`src/rtl/reg_scoreboard.sv`:
```
// Register writeback scoreboard between ID and EX: per-register pending-write counters
// stall ID while an operand still has an outstanding write; EX writebacks release them.
module reg_scoreboard #(
  parameter int NREG   = 16,
  parameter int NAME_W = 4,
  parameter int CNT_W  = 2
) (
  input  logic                    clk,
  input  logic                    rst,
  input  logic                    issue_v_i,
  input  logic                    issue_wb_i,
  input  logic [NAME_W-1:0]       rs_name_i,
  input  logic [NAME_W-1:0]       rd_name_i,
  input  logic                    wb_v_i,
  input  logic [NAME_W-1:0]       wb_name_i,
  input  logic                    flush_i,
  output logic                    stall_o,
  output logic                    issue_ack_o,
  output logic                    rs_busy_o,
  output logic                    rd_busy_o,
  output logic [NREG-1:0]         busy_vec_o,
  output logic [NAME_W+CNT_W-1:0] pending_o,
  output logic                    err_o
);

  localparam logic [CNT_W-1:0] CNT_MAX = '1;

  logic [NREG-1:0][CNT_W-1:0] cnt;
  logic [NAME_W+CNT_W-1:0]    pending;
  logic                       err;
  logic                       rd_sat, inc, wb_hit, dec, wb_err;

  assign rs_busy_o   = (cnt[rs_name_i] != '0);
  assign rd_busy_o   = (cnt[rd_name_i] != '0);
  assign rd_sat      = (cnt[rd_name_i] == CNT_MAX);
  assign stall_o     = issue_v_i & (rs_busy_o | rd_busy_o | (issue_wb_i & rd_sat));
  assign issue_ack_o = issue_v_i & ~stall_o;

  // A flush cycle discards both the issue and the writeback, including error detection.
  assign inc    = issue_ack_o & issue_wb_i & ~flush_i;
  assign wb_hit = wb_v_i & ~flush_i;
  assign dec    = wb_hit & (cnt[wb_name_i] != '0);
  assign wb_err = wb_hit & (cnt[wb_name_i] == '0);

  genvar g;
  generate
    for (g = 0; g < NREG; g++) begin : g_busy
      assign busy_vec_o[g] = (cnt[g] != '0);
    end
  endgenerate

  always_ff @(posedge clk or posedge rst) begin
    if (rst) begin
      cnt     <= '0;
      pending <= '0;
      err     <= 1'b0;
    end else begin
      err <= err | wb_err;
      if (flush_i) begin
        cnt     <= '0;
        pending <= '0;
      end else begin
        // Same-register inc and dec net to zero through the add/subtract below.
        for (int i = 0; i < NREG; i++) begin
          cnt[i] <= cnt[i]
                    + CNT_W'(inc && (rd_name_i == NAME_W'(i)))
                    - CNT_W'(dec && (wb_name_i == NAME_W'(i)));
        end
        pending <= pending + (NAME_W+CNT_W)'(inc) - (NAME_W+CNT_W)'(dec);
      end
    end
  end

  assign pending_o = pending;
  assign err_o     = err;

endmodule
```
`config.mk`:
```
export PLATFORM = sky130hd
export DESIGN_NAME = reg_scoreboard
export DESIGN_NICKNAME = d
export VERILOG_FILES = /design/src/rtl/reg_scoreboard.sv
export SDC_FILE = /design/constraint.sdc
export NUM_CORES = 1
export LEC_CHECK = 0
export CORE_MARGIN = 3
export CORE_UTILIZATION = 30
export CTS_CLUSTER_DIAMETER = 30
export CTS_CLUSTER_SIZE = 8
export DETAILED_ROUTE_END_ITERATION = 8
export GPL_TIMING_DRIVEN = 0
export PLACE_DENSITY = 0.6
export RECOVER_POWER = 25
export SKIP_CTS_REPAIR_TIMING = 1
export SLEW_MARGIN = 5
export SYNTH_ARGS = -nofsm -noshare
export SYNTH_HDL_FRONTEND = slang
export SYNTH_SLANG_ARGS = --single-unit
export TNS_END_PERCENT = 5
```
`constraint.sdc`:
```
create_clock -name clk -period 4.8 [get_ports clk]
set_input_delay 1.44 -clock clk [delete_from_list [all_inputs] [get_ports clk]]
set_output_delay 1.44 -clock clk [all_outputs]
set_load 0.005 [all_outputs]
```
Yosys cells after proc, flatten, opt, wreduce, memory -nomap -nowiden
Index checks and enable logic that the tools add are counted.

cells by class
  add/sub/neg operators = 34
  order comparisons = 3
  eq/ne operators = 31
  muxes and demuxes = 8
  bitwise logic cells = 13
  reductions and logical operators = 54

operator list
  kind                                                                   count
  4-bit == test (second input constant)                                  16
  2-bit nonzero test                                                     19
  2-bit by 1-bit adder with 2-bit output                                 16
  4-bit by 3-bit == test with 1-bit output (second input constant)       8
  1-bit logical AND                                                      32
  32-bit 2-to-1 mux                                                      1
  2-bit by 1-bit subtractor with 2-bit output                            16
  2-bit binary-select mux with 4-bit select                              3
  4-bit by 2-bit == test with 1-bit output (second input constant)       4
  4-bit by 5-bit < comparator with 1-bit output (second input constant)  3
  1-bit AND                                                              8
  4-bit by 1-bit == test with 1-bit output (second input constant)       2
  4-bit logical NOT                                                      2
  6-bit by 1-bit adder with 6-bit output                                 1
  2-bit 2-to-1 mux                                                       3
  6-bit 2-to-1 mux                                                       1
  6-bit by 1-bit subtractor with 6-bit output                            1
  1-bit bitwise OR                                                       3
  2-bit == test (second input constant)                                  1
  2-bit logical NOT                                                      1
  1-bit NOT                                                              2

storage, ports and cells
  flip-flop bits (word level) = 39
  input bits = 18
  output and inout port bits = 27
  logic and storage cells = 161

Longest topological paths before layout
  word-level depth = 14
  mapped depth = 17
  mapped depth without buffers = 15

Worst setup path after synthesis
Ideal clock, no wire load.

  kind = in2reg
  from = in rs_name_i[0]
  to = reg pending[5], in the netlist pending_o[5]
  library setup time = 0.125 ns
  data arrival time = 3.987 ns
  data required time = 4.675 ns
  slack = 0.689 ns
  cell stages on the path = 13
  path buffers = 1
  path through = mux4_2 -> a22oi_1 -> nand2_1 -> clkbuf_1 -> nand4_1 -> ha_1 -> inv_1 -> ha_1 -> a21o_1 -> a21oi_1 -> o21bai_1 -> a21oi_1 -> mux2_2

between the ends
  longest elaborated chain between the ends = 13

RTL lines
  element                                      line  source
  start, declared                              12    input logic [NAME_W-1:0] rs_name_i,
  2-bit binary-select mux with 4-bit select    33    assign rs_busy_o = (cnt[rs_name_i] != '0);
  2-bit 2-to-1 mux (not written as such)       33
  2-bit nonzero test                           33
  1-bit bitwise OR (2 in a row)                36    assign stall_o = issue_v_i & (rs_busy_o | rd_busy_o | (issue_wb_i & rd_sat));
  1-bit AND                                    36
  1-bit NOT                                    37    assign issue_ack_o = issue_v_i & ~stall_o;
  1-bit AND                                    37
  1-bit AND (2 in a row)                       40    assign inc = issue_ack_o & issue_wb_i & ~flush_i;
  6-bit by 1-bit adder with 6-bit output       69    pending <= pending + (NAME_W+CNT_W)'(inc) - (NAME_W+CNT_W)'(dec);
  6-bit by 1-bit subtractor with 6-bit output  69
  6-bit 2-to-1 mux                             59    if (flush_i) begin
  end signal, assigned                         69
  end, declared                                29    logic [NAME_W+CNT_W-1:0] pending;

No other way between the ends. The select of a mux whose other input is x is not followed.

Final worst setup path
  from = in rs_name_i[0]
  to = out rs_busy_o

between the ends
  longest elaborated chain between the ends = 3

RTL lines
  element                                    line  source
  2-bit binary-select mux with 4-bit select  33
  2-bit 2-to-1 mux (not written as such)     33
  2-bit nonzero test                         33
  end, declared                              19    output logic rs_busy_o,

No other way between the ends. The select of a mux whose other input is x is not followed.

==> flow_summary.toml <==
[yosys]
synth.area.top_cells = "dfrtp_1 31%, ha_1 15%, mux4_2 5.8%, inv_1 5.4%, nor2_1 5.4%"
synth_edf_count = 0
synth_area_sq_um = 3130
yosysSeqAreaShare = 0.312
yosysWarnings = 0
yosysTopAreaCellShare = 0.312
postSynth.asyncResetShare = 1.00
syn-num-nets = 400
ys.flop_type = "dfrtp_1"
synth_area_leader_cell = "dfrtp_1"
ys_ff_latch = 39
syn-mean-instance-area_sq_um = 9.13
syn-instance-count = 343
synth_cell_types = 40

[sta]
fin_worst_skew_ns = 0.00852
rsz0062_at_grt = "yes"
period_share = 0.994
layout_min_cycle_time_ns = 4.77
slew_viol_final = 0
timing.fmax_ghz = 0.210
tightest_slew_ns = 1.31
setup_viol = 0
hold_violations = 0
relSlewSlack = 0.125

[route]
wirelength_um = 8110
first_pass_iters = 5
drt-vias-per-instance = 4.90
wl_per_cell_um = 15.3
top_layer_used = "met4"
ant_nets = 0
drc_errors = 0
wl_met3_um = 574
drt_iter0_markers = 165
wl_met1_um = 3820
via_count = 2591
dr_wl_met2_um = 3660

[cts]
root_buffer = "clkbuf_8"
clk_latency_ns = 0.30
htreeDepth = 2
cts_buffer_depth = 2
cts_tree = "done"
cts.reportedPaths.clkPinSlew_ns = 0.08
cts_inserted_buffers = 5
cts.sinks = 39

[final_layout]
multiInputGateArea_sq_um = 1970
fin_nets = 452
stdcell_count = 529
drive_above_1_share = 0.0985
num_antenna_cells = 0
fill_cells = 990
register_area_sq_um = 976
final_cell_mix = "45 x nor2_1, 45 x inv_1, 39 x dfrtp_1, 38 x ha_1, 37 x clkdlybuf4s50_1"
syn2layout_area_growth_pct = 25.2

[placed_design]
gp_congestion = 0.873
dp_hpwl_um = 6340
dp_cells = 520
portBuffers = 43

[power]
leakage_nw = 2.04
ir_worst_vdd_mv = 0.130
fin_total_pwr_mw = 0.888
power_density_nw_per_um2 = 226

[global_routing]
grt_overflow = 0
grt.total_usage = 0.147
grt_pass1_wl_um = 13300
grt_pass1_vias = 2567
antenna_found_initial = 0
grt_max_degree = 24

[worst_setup_path]
path_cells = "buf_2, mux4_2, a22oi_2, nand2_2, clkbuf_4, inv_1, clkdlybuf4s50_1"
critPathArrivalTime_ns = 3.33
crit_path_start_kind = "primary input"
max_stage_delay_ns = 0.54
crit_slowest_cell = "mux4_2"
critical_path.endpoint_type = "output port"
crit_required_ns = 3.36
cpLargestDelayFamily = "buffers and inverters"
cp_max_fo = 10
path_buf_inv = 4
crit_type = "primary input to output port"

[die]
core-area_sq_um = 9950
rows = 36
fp.dieW_um = 108
dieHeight_um = 108
ios = 45
initial_core_util = 0.315
dieArea_sq_um = 11700

[status]
status = "finished clean"

[worst_hold_path]
hold_class = "register to register"

[flow_run]
maxCapViolCount = 0
[path summary, 6_finish.rpt]
path                               from            to  slack [ns]  depth (start not counted)
max in group asynchronous           rst        cnt[4]        1.49                          3
setup / recovery           rs_name_i[0]     rs_busy_o        0.03                          7
min in group asynchronous           rst  pending_o[4]        1.67                          2
setup reg to reg                cnt[29]  pending_o[5]        1.47                         14
hold / removal                    err_o         err_o        0.48                          1
hold reg to reg                   err_o         err_o        0.48                          1
[flip-flops by register name (all words and copies together) (netlist names)]
name / count
cnt: 32
err_o: 1
pending_o: 6
[per-stage QoR]
step	TNS, ns	hold WS [ns]	cell area, sq um	util	setup slack (ns)
CTS	-2.80	0.486	3870	0.389	-0.762
global route	-0.0846	0.505	3920	0.394	-0.0600
global placement	-3.43	0.450	3730	0.375	-0.731
floorplan	0	0.451	3130	-	0.689
finish	0	0.479	3920	0.394	0.0286
detailed placement	-3.73	0.467	3760	0.377	-0.756
[kinds of logic after synthesis]
logic type                 Yosys count  synth area share
and+or+nand+nor                    139             0.223
muxes                               11            0.0779
xor gates and xnor gates            36             0.101
AOI/OAI and AO/OA                   20            0.0523
adders and majority gates           39             0.158
DFF                                 39             0.312
buffers and inverters               59            0.0763
[metal layers]
layer	global-route usage	vias up
met5	0	-
met4	0.0216	0
met2	0.236	94
li1	-	1248
met1	0.210	1245
met3	0.0304	4
[worst register-to-register path, cell delays in order, from the launching register on]
cell	delay, ns
dfrtp_1	0.40
nor2_1	0.12
mux4_2	0.50
a22oi_2	0.29
nand2_2	0.13
clkbuf_4	0.22
nand4_1	0.12
ha_1	0.20
inv_1	0.06
ha_1	0.26
a21o_1	0.16
a21oi_2	0.17
o21bai_1	0.09
a21oi_1	0.16
mux2_2	0.35
[synth_stat cells, types with 2 or more instances]
master     n
nor2b_1   22
a211oi_1   3
nor3_1    22
nand2_1   14
ha_1      38
a21o_1     3
a22oi_1    2
xnor2_1   18
mux4_2     8
dfrtp_1   39
nand2b_1   7
buf_6      2
nor2_1    45
buf_2      2
a21oi_1    4
nor4_1     6
clkbuf_1   9
nand3_1   12
nand4_1    2
mux4_1     2
xor2_1    18
a211o_1    3
inv_1     45
[area by class of cell]
cell class | count | area share
Sequential cell | 39 | 0.249
Inverter | 45 | 0.0431
Tap cell | 133 | 0.0424
Buffer | 14 | 0.0214
Clock buffer | 6 | 0.0211
Multi-Input combinational cell | 245 | 0.502
Timing Repair Buffer | 45 | 0.112
Clock inverter | 2 | 0.00893
[where the power goes]
group,total [mW],internal [mW],switching (mW)
Sequential,0.356,0.344,0.0119
Combinational,0.239,0.119,0.120
Clock,0.294,0.168,0.125
Total,0.888,0.631,0.257
Power figures use the tool's default switching activity.
